**src/rtl/mem_port_arbiter.sv**
```systemverilog
// Two-requester arbiter for a single-port memory: IDLE -> ISSUE -> DONE, one access in flight.
// Define ARB_ROUND_ROBIN_EN for round-robin on simultaneous requests; otherwise requester 0 wins.
module mem_port_arbiter #(
  parameter int unsigned ADDR_W = 15,
  parameter int unsigned DATA_W = 16
) (
  input  logic              clock,
  input  logic              reset,
  input  logic              req0,
  input  logic              req1,
  input  logic              we0,
  input  logic              we1,
  input  logic [ADDR_W-1:0] addr0,
  input  logic [ADDR_W-1:0] addr1,
  input  logic [DATA_W-1:0] wdata0,
  input  logic [DATA_W-1:0] wdata1,
  output logic              ack0,
  output logic              ack1,
  output logic [DATA_W-1:0] rdata,
  output logic              mem_en,
  output logic              mem_wen,
  output logic [ADDR_W-1:0] mem_addr,
  output logic [DATA_W-1:0] mem_wdata,
  input  logic [DATA_W-1:0] mem_rdata,
  output logic              busy
);

  typedef enum logic [1:0] {StIdle, StIssue, StDone} state_e;

  state_e              state_q, state_d;
  logic                winner_q, winner_d;
  logic                mem_en_q, mem_en_d;
  logic                mem_wen_q, mem_wen_d;
  logic [ADDR_W-1:0]   mem_addr_q, mem_addr_d;
  logic [DATA_W-1:0]   mem_wdata_q, mem_wdata_d;
  logic                ack0_q, ack0_d;
  logic                ack1_q, ack1_d;
  logic                busy_q, busy_d;
  logic                grant1;

`ifdef ARB_ROUND_ROBIN_EN
  // last_q = 1 means requester 1 was granted most recently.
  logic last_q, last_d;
  assign grant1 = req1 & (~req0 | ~last_q);
`else
  assign grant1 = req1 & ~req0;
`endif

  always_comb begin
    state_d     = state_q;
    winner_d    = winner_q;
    mem_addr_d  = mem_addr_q;
    mem_wdata_d = mem_wdata_q;
    mem_en_d    = 1'b0;
    mem_wen_d   = 1'b0;
    ack0_d      = 1'b0;
    ack1_d      = 1'b0;
    busy_d      = 1'b0;
`ifdef ARB_ROUND_ROBIN_EN
    last_d      = last_q;
`endif
    unique case (state_q)
      StIdle: begin
        if (req0 || req1) begin
          state_d     = StIssue;
          winner_d    = grant1;
          mem_en_d    = 1'b1;
          mem_wen_d   = grant1 ? we1 : we0;
          mem_addr_d  = grant1 ? addr1 : addr0;
          mem_wdata_d = grant1 ? wdata1 : wdata0;
          busy_d      = 1'b1;
`ifdef ARB_ROUND_ROBIN_EN
          last_d      = grant1;
`endif
        end
      end
      StIssue: begin
        state_d = StDone;
        ack0_d  = ~winner_q;
        ack1_d  = winner_q;
        busy_d  = 1'b1;
      end
      StDone: begin
        state_d = StIdle;
      end
      default: begin
        state_d = StIdle;
      end
    endcase
  end

  always_ff @(posedge clock or posedge reset) begin
    if (reset) begin
      state_q     <= StIdle;
      winner_q    <= 1'b0;
      mem_en_q    <= 1'b0;
      mem_wen_q   <= 1'b0;
      mem_addr_q  <= '0;
      mem_wdata_q <= '0;
      ack0_q      <= 1'b0;
      ack1_q      <= 1'b0;
      busy_q      <= 1'b0;
`ifdef ARB_ROUND_ROBIN_EN
      last_q      <= 1'b1;
`endif
    end else begin
      state_q     <= state_d;
      winner_q    <= winner_d;
      mem_en_q    <= mem_en_d;
      mem_wen_q   <= mem_wen_d;
      mem_addr_q  <= mem_addr_d;
      mem_wdata_q <= mem_wdata_d;
      ack0_q      <= ack0_d;
      ack1_q      <= ack1_d;
      busy_q      <= busy_d;
`ifdef ARB_ROUND_ROBIN_EN
      last_q      <= last_d;
`endif
    end
  end

  assign mem_en    = mem_en_q;
  assign mem_wen   = mem_wen_q;
  assign mem_addr  = mem_addr_q;
  assign mem_wdata = mem_wdata_q;
  assign ack0      = ack0_q;
  assign ack1      = ack1_q;
  assign busy      = busy_q;
  // Memory returns data during DONE; only meaningful while an ack is high for a read.
  assign rdata     = mem_rdata;

endmodule

```
**config.mk**
```make
export PLATFORM = sky130hd
export DESIGN_NAME = mem_port_arbiter
export DESIGN_NICKNAME = d
export VERILOG_FILES = /design/src/rtl/mem_port_arbiter.sv
export SDC_FILE = /design/constraint.sdc
export NUM_CORES = 1
export LEC_CHECK = 0
export BUFFER_PORTS_ARGS = -buffer_cell sky130_fd_sc_hd__buf_2
export CORE_AREA = 3 3 75 77
export CTS_CLUSTER_DIAMETER = 200
export DETAILED_ROUTE_END_ITERATION = 16
export DIE_AREA = 0 0 78 80
export PLACE_DENSITY = 0.82
export REMOVE_ABC_BUFFERS = 1
export SYNTH_ARGS = -nofsm -noshare
export SYNTH_HDL_FRONTEND = slang
export SYNTH_SLANG_ARGS = --single-unit
```
**constraint.sdc**
```tcl
create_clock -name clock -period 2.4 [get_ports clock]
set_clock_uncertainty 0.2 [all_clocks]
set_input_delay 0.48 -clock clock [delete_from_list [all_inputs] [get_ports clock]]
set_output_delay 0.48 -clock clock [all_outputs]
set_load 0.005 [all_outputs]
```
* Word level (Yosys, flattened, before mapping)
Index checks and enable logic that the tools add are counted.
** Cells by class
- Add/subtract/negate cells :: 0
- $mul :: 0
- Divide/modulo/power cells :: 0
- Order comparisons :: 0
- Equal/unequal tests :: 2
- Shift operators :: 0
- Mux-type cells :: 12
- Bitwise gates (word level) :: 3
- Reductions and logical operators :: 3
** Operators with widths (count)
- 16-bit 2-to-1 mux :: 1
- 15-bit 2-to-1 mux :: 1
- 1-bit 2-to-1 mux :: 7
- 2-bit case mux with 2 select lines :: 1
- 2-bit by 1-bit == test with 1-bit output, second input constant :: 1
- 2-bit zero test :: 1
- 2-bit 2-to-1 mux :: 1
- 2-bit inequality test, second input constant :: 1
- 1-bit inverter :: 2
- 1-bit case mux with 2 select lines :: 1
- 2-bit AND reduction :: 1
- 1-bit AND :: 1
- 1-bit logical OR :: 1
** Storage, ports and cells
- Flip-flop bits (word level) :: 39
- Bits in latches :: 0
- Memory bits (writable) :: 0
- Memory bits (read-only) :: 0
- Input bits :: 84
- Output and inout port bits :: 52
- Word-level logic and storage cells :: 29
- Memories kept :: 0

* Logic depth before layout (Yosys ltp)
Gate-level depths: netlist of the first run.
- Depth in word-level cells :: 5
- Mapped depth :: 5
- Depth with buffers taken out :: 3

* Least setup slack after synthesis of the first run
Ideal clock, no wire load.
- Kind :: input to register
- From :: input port req0
- To :: register mem_addr_q[0], in the netlist mem_addr[0]
- Library setup time :: 0.125 ns
- Data arrival time :: 1.417 ns
- Data required time :: 2.075 ns
- Setup slack :: 0.658 ns
- Stages on the path :: 5
- Path buffers :: 2
- Cells stage by stage :: nand2b_1 buf_6 buf_6 mux2_4 mux2_4
** On the way
- Cells in the longest elaborated chain, start to end :: 3
- Elaborated cells between the ends (all ways) :: 5
- Those cells by class :: mux (1); bitwise (2); reduce/logical (2)
** RTL lines
- start: declaration :: RTL line 9 : input logic req0,
- 1-bit inverter :: RTL line 46 : assign grant1 = req1 & ~req0;
- 1-bit AND :: RTL line 46
- 15-bit 2-to-1 mux :: RTL line 69 : mem_addr_d = grant1 ? addr1 : addr0;
- end signal: assignment :: RTL line 111 : mem_addr_q <= mem_addr_d;
- end: declaration :: RTL line 34 : logic [ADDR_W-1:0] mem_addr_q, mem_addr_d;
Parallel ways exist; a longest one is shown, timed or not.
A chain may end at the register's enable or synchronous reset.

* Worst setup path in the final report of the first run
- From :: register state_q[1]
- To :: register mem_addr_q[4], in the netlist mem_addr[4]
** On the way
- Cells in the longest elaborated chain, start to end :: 2
** RTL lines
- start: declaration :: RTL line 30 : state_e state_q, state_d;
- start signal: assignment :: RTL line 94 : state_q <= StIdle;
- start signal: assignment :: RTL line 107 : state_q <= state_d;
- 2-bit zero test :: RTL line 62 : unique case (state_q)
- 2-bit AND reduction (no line)
No other way between the ends.

==> impl_metrics.toml, run 1 <==
[floorplan]
core-area_um2 = 5070
io_pins = 136
die_y_um = 80
dieWidth_um = 78
rows = 26
die_area_um2 = 6240
initial_utilization = 0.427

[route]
ant_nets = 0
vias_per_cell = 4.69
dr.pass1.iters = 4
route.met3.wl_um = 466
drcViolationCount = 0
route.met2.wl_um = 2180
routed.top_layer = "met5"
num_vias = 1420
drt-initial-drc-count = 31
wl_um = 4630
wl_per_cell_um = 15.3
wl_met1_um = 1870

[power_and_ir_drop]
fin_total_pwr_mw = 2.97
share_comb_of_total_power = 0.445
p_int_mw = 2.10
vdd_drop_max_v = 0.000538
swShare = 0.293
power_density_nw_per_um2 = 1080
clockPowerShare = 0.162
p_leak_nw = 1.50
p_seq_frac = 0.393
p_switching_uw = 870

[setup_path]
rr_worst_depth = 4
startpoint_type = "flip-flop"
required_ps = 2370
critPathKind = "reg -> reg"
r2r-start = "state_q[1]"
end_kind = "flip-flop"
r2r-end = "mem_addr[4]"
worstPathMaxFanout = 18
arrival_ps = 1760
reg2reg_slack_ps = 600

[global_route]
grt_pass1_vias = 1450
grt.total_usage = 0.156
grt_overflow_total = 0
grt_antenna_before_repair = 0
grt_pass1_wl_um = 7390
grt_max_degree = 24

[cts]
clock_latency_ps = 280
clock_sinks = 39
post_cts_resized = 0
clkTransAtPathRegs_ps = 70
cts_hold_buf = 0
cts_tree = "yes"
root_buffer = "clkbuf_8"
cts_buffer_depth = 2
post-cts-setup-buffers = 0
htreeDepth = 2
cts-buffers-inserted = 5

[final_layout]
layout-drive-gt1-share = 0.768
antennaDiodeCount = 0
finalNetCount = 316
syn_to_final_growth_pct = 26.9

[yosys]
synthCells = 140
synth.distinct_cells = 15
synth_warnings = 0
ys_seq_area_frac = 0.451
ys_ff_latch = 39
syn_area_um2 = 2160
synth.avg_cell_area_um2 = 15.5

[placed_design]
place.gp.congestion = 0.722
io_buffers = 103
dp.final_hpwl_um = 3600

[sta]
hold_viol_final = 0
tightest_slew_ps = 700
setup_viol = 0
rsz0062_at_grt = "false"
post-route-min-period_ps = 1800
report.final.slew_viol_count = 0
tns_ps = 0
max_slew_margin = 0.533
hold_ws_ps = 92.9
min_period_over_period = 0.749
fmax_mhz = 556

[outcome]
status = "finished, final reports clean"

[flow_run]
cap_violations = 0

[worst_hold_path]
min_path_type = "in -> async"
[power groups by stage]
stage / Clock, mW / Sequential [mW] / Combinational (mW)
floorplan: 0 / 1.18 / 0.843
finish: 0.481 / 1.17 / 1.32
global placement: 0 / 1.16 / 1.31
CTS: 0.499 / 1.17 / 1.34
detailed placement: 0 / 1.17 / 1.35
global route: 0.525 / 1.21 / 1.43
[registers in the layout, indices dropped and copies added (netlist names)]
name and cells:
mem_wdata 16, mem_wen 1, busy 1, ack0 1
ack1 1, state_q 2, winner_q 1, mem_addr 15
mem_en 1
[cells in the final DEF, fill, tap and decap left out, drive strengths merged]
| master | netlist | routed |
|---|---|---|
| buf | 23 | 108 |
| mux2 | 62 | 62 |
| dfrtp | 39 | 39 |
| clkbuf | 0 | 8 |
| nor2b | 2 | 2 |
| nor2 | 2 | 2 |
| and2 | 2 | 2 |
| inv | 2 | 2 |
| a21oi | 2 | 2 |
| o21a | 2 | 2 |
| nand2b | 1 | 1 |
| nor3 | 1 | 1 |
| nand2 | 1 | 1 |
| o21ai | 1 | 1 |
[cell families after synthesis]
| family | share of synthesized area |
|---|---|
| muxes | 0.423 |
| DFF | 0.451 |
| buffers and inverters | 0.0902 |
| and+or+nand+nor | 0.0220 |
| AOI/OAI and AO/OA | 0.0139 |
[stage by stage]
stage | setup slack (ps) | instances | util | instance area [um2]
2_1_floorplan | -287 | 117 | - | 1980
3_3_place_gp | 506 | 295 | 0.521 | 2650
3_5_place_dp | 472 | 295 | 0.521 | 2650
4_1_cts | 595 | 303 | 0.541 | 2750
5_1_grt | 488 | 303 | 0.541 | 2750
6_report | 602 | 303 | 0.541 | 2750
[worst max-delay path: stages (launching register included)]
cell,delay (ps)
dfrtp_1,400
nor2_1,240
o21a_2,200
buf_4,300
mux2_4,340
[synth_stat cells]
cell type  count  area (um2)
nand2_1        1        3.75
mux2_4        58         871
nand2b_1       1        6.26
o21ai_0        1        5.00
nor2b_1        2        12.5
and2_1         2        12.5
mux2_2         4        45.0
dfrtp_1       39         976
a21oi_1        2        10.0
nor2_1         2        7.51
inv_1          2        7.51
buf_4         19         143
buf_6          4        45.0
o21a_1         2        15.0
nor3_1         1        5.00
[cell type report]
cell class / instances / area, um2
multi-input cells: 76 / 997
well taps: 70 / 87.6
flip-flops and latches: 39 / 976
clock buffers: 8 / 100
repair buffers: 108 / 578
fillers: 438 / 2330
inverters: 2 / 7.51
[metal layers]
layer  up-vias  GRT usage
met5         -     0.0636
met4         2     0.0524
met3         8     0.0688
met2        92      0.250
met1       666      0.181
li1        652          -
[worst max-delay path by stage]
| stage | startpoint | endpoint | slack (ps) | cells past startpoint |
|---|---|---|---|---|
| after floorplan | req0 | mem_addr[14] | -290 | 3 |
| after detailed placement | req0 | mem_addr[6] | 470 | 5 |
| final | state_q[1] | mem_addr[4] | 600 | 4 |
| after global routing | state_q[1] | mem_addr[4] | 490 | 4 |
| after CTS | state_q[1] | mem_addr[4] | 590 | 4 |
| after global placement | req0 | mem_addr[10] | 510 | 5 |
(Power assumes the default switching activity.)
==> run 2, diff against run 1 <==
==> constraint.sdc (replaced) <==
create_clock -name clock -period 1.8 [get_ports clock]
set_clock_uncertainty 0.2 [all_clocks]
set_input_delay 0.36 -clock clock [delete_from_list [all_inputs] [get_ports clock]]
set_output_delay 0.36 -clock clock [all_outputs]
set_load 0.005 [all_outputs]
==> run 2 against run 1 <==
Net effect:
- die area is the same
- sequential share of layout area shrank 0.51 points
- largest power group unchanged
- critical path depth is the same
- utilization grew 0.79 points
==> impl_metrics.toml, run 2 (synthesis results as in run 1) <==
[placed_design]
dp.cells = 297
io_buffers = 103
placed_area_um2 = 2670
dp.final_hpwl_um = 3550
dpl_worst_slack_ps = 37.1
place.gp.congestion = 0.685

[global_route]
grt_pass1_wl_um = 7320
grt_antenna_before_repair = 0
grt_overflow_total = 0
grt_pass1_vias = 1521
grt_max_degree = 36
grt.total_usage = 0.153

[setup_path]
reg2reg_slack_ps = 170
critPathMaxStageDelay_ps = 400
critPathLaunch = "state_q[1]"
crit_chain = "nor2_1 -> o21a_2 -> buf_12 -> mux2_2"
worstPathMaxFanout = 22
arrival_ps = 1590
critPathKind = "reg -> reg"
r2r-start = "state_q[1]"
crit_buf_inv = 1
crit_cells = 4
r2r-end = "mem_wdata[15]"
crit_path_end = "mem_wdata[15]"
startpoint_type = "flip-flop"
rr_worst_depth = 4
crit_slowest_cell = "dfrtp_1"
end_kind = "flip-flop"
required_ps = 1760
crit_family = "flip-flops"

[route]
wl_per_cell_um = 15.1
dr.pass1.iters = 2
ant_nets = 0
route.met2.wl_um = 2290
drt-initial-drc-count = 36
route.met3.wl_um = 463
num_vias = 1418
routed.top_layer = "met5"
vias_per_cell = 4.65
drcViolationCount = 0
wl_um = 4610
wl_met1_um = 1760

[outcome]
status = "finished, final reports clean"

[worst_hold_path]
min_path_type = "in -> reg"
min-delay-start = "req1"

[sta]
max_slew_margin = 0.835
fmax_mhz = 613
tns_ps = 0
rsz0062_at_grt = "false"
hold_ws_ps = 169
final.setup.worst_slack_ps = 169
report.final.slew_viol_count = 0
hold_viol_final = 0
tightest_slew_ps = 247
min_period_over_period = 0.906
post-route-min-period_ps = 1630
setup_viol = 0

[cts]
clkTransAtPathRegs_ps = 70
cts-buffers-inserted = 5
clock_latency_ps = 280
htreeDepth = 2
cts_buffer_depth = 2
root_buffer = "clkbuf_8"
cts_tree = "yes"
clock_sinks = 39
post-cts-setup-buffers = 0

[final_layout]
layout_common_cells = "103 x buf_2, 58 x mux2_4, 39 x dfrtp_1, 5 x clkbuf_8"
final_common_cell = "buf_2"
fill_cells = 431
design_area_um2 = 2790
final_core_utilization = 0.549
finalNetCount = 319
antennaDiodeCount = 0
syn_to_final_growth_pct = 28.7
largest_register_ff_count = 16
layout-drive-gt1-share = 0.766
instances_no_fill = 305

[floorplan]
die_area_um2 = 6240
initial_utilization = 0.427
io_pins = 136
core-area_um2 = 5070
dieWidth_um = 78
rows = 26
die_y_um = 80

[power_and_ir_drop]
fin_total_pwr_mw = 4.05
power_density_nw_per_um2 = 1450
vdd_drop_max_v = 0.000760
p_leak_nw = 1.51

[flow_run]
cap_violations = 0
[run 2: worst register-to-register path: stages, from the launching register on]
cell     delay [ps]
dfrtp_1         400
nor2_1          150
o21a_2          190
buf_12          200
mux2_2          370
[run 2: where the power goes]
| group | switching (mW) | internal (mW) |
|---|---|---|
| registers | 0.234 | 1.32 |
| clock network | 0.269 | 0.406 |
| logic | 0.644 | 1.18 |
| total | 1.15 | 2.91 |
[run 2: worst min path at each step]
| stage | endpoint | slack (ps) | cells after the start |
|---|---|---|---|
| after floorplan | ack0 | 220 | 1 |
| after global placement | mem_wen | 80 | 2 |
| after detailed placement | mem_addr[2] | 90 | 2 |
| after CTS | state_q[0] | 160 | 2 |
| after global routing | state_q[0] | 170 | 2 |
| final | state_q[0] | 170 | 2 |
[run 2: per-layer routing]
metal | track usage | vias up
li1 | - | 657
met1 | 0.162 | 668
met2 | 0.262 | 85
met3 | 0.0621 | 6
met4 | 0.0629 | 2
met5 | 0.0636 | -
[run 2: final cells by class]
| cell class | instances | area [um2] | area share |
|---|---|---|---|
| sequential | 39 | 976 | 0.350 |
| clock inverter | 1 | 30.0 | 0.0108 |
| timing repair buffer | 111 | 616 | 0.221 |
| tap | 70 | 87.6 | 0.0314 |
| multi-input combinational | 76 | 997 | 0.358 |
| inverter | 2 | 7.51 | 0.00269 |
| clock buffer | 6 | 72.6 | 0.0260 |
[run 2: repair_timing]
action	4_1_cts	5_1_grt
endpoints found under the hold margin	4	0
gates resized for setup	0	0
hold buffers	1	0
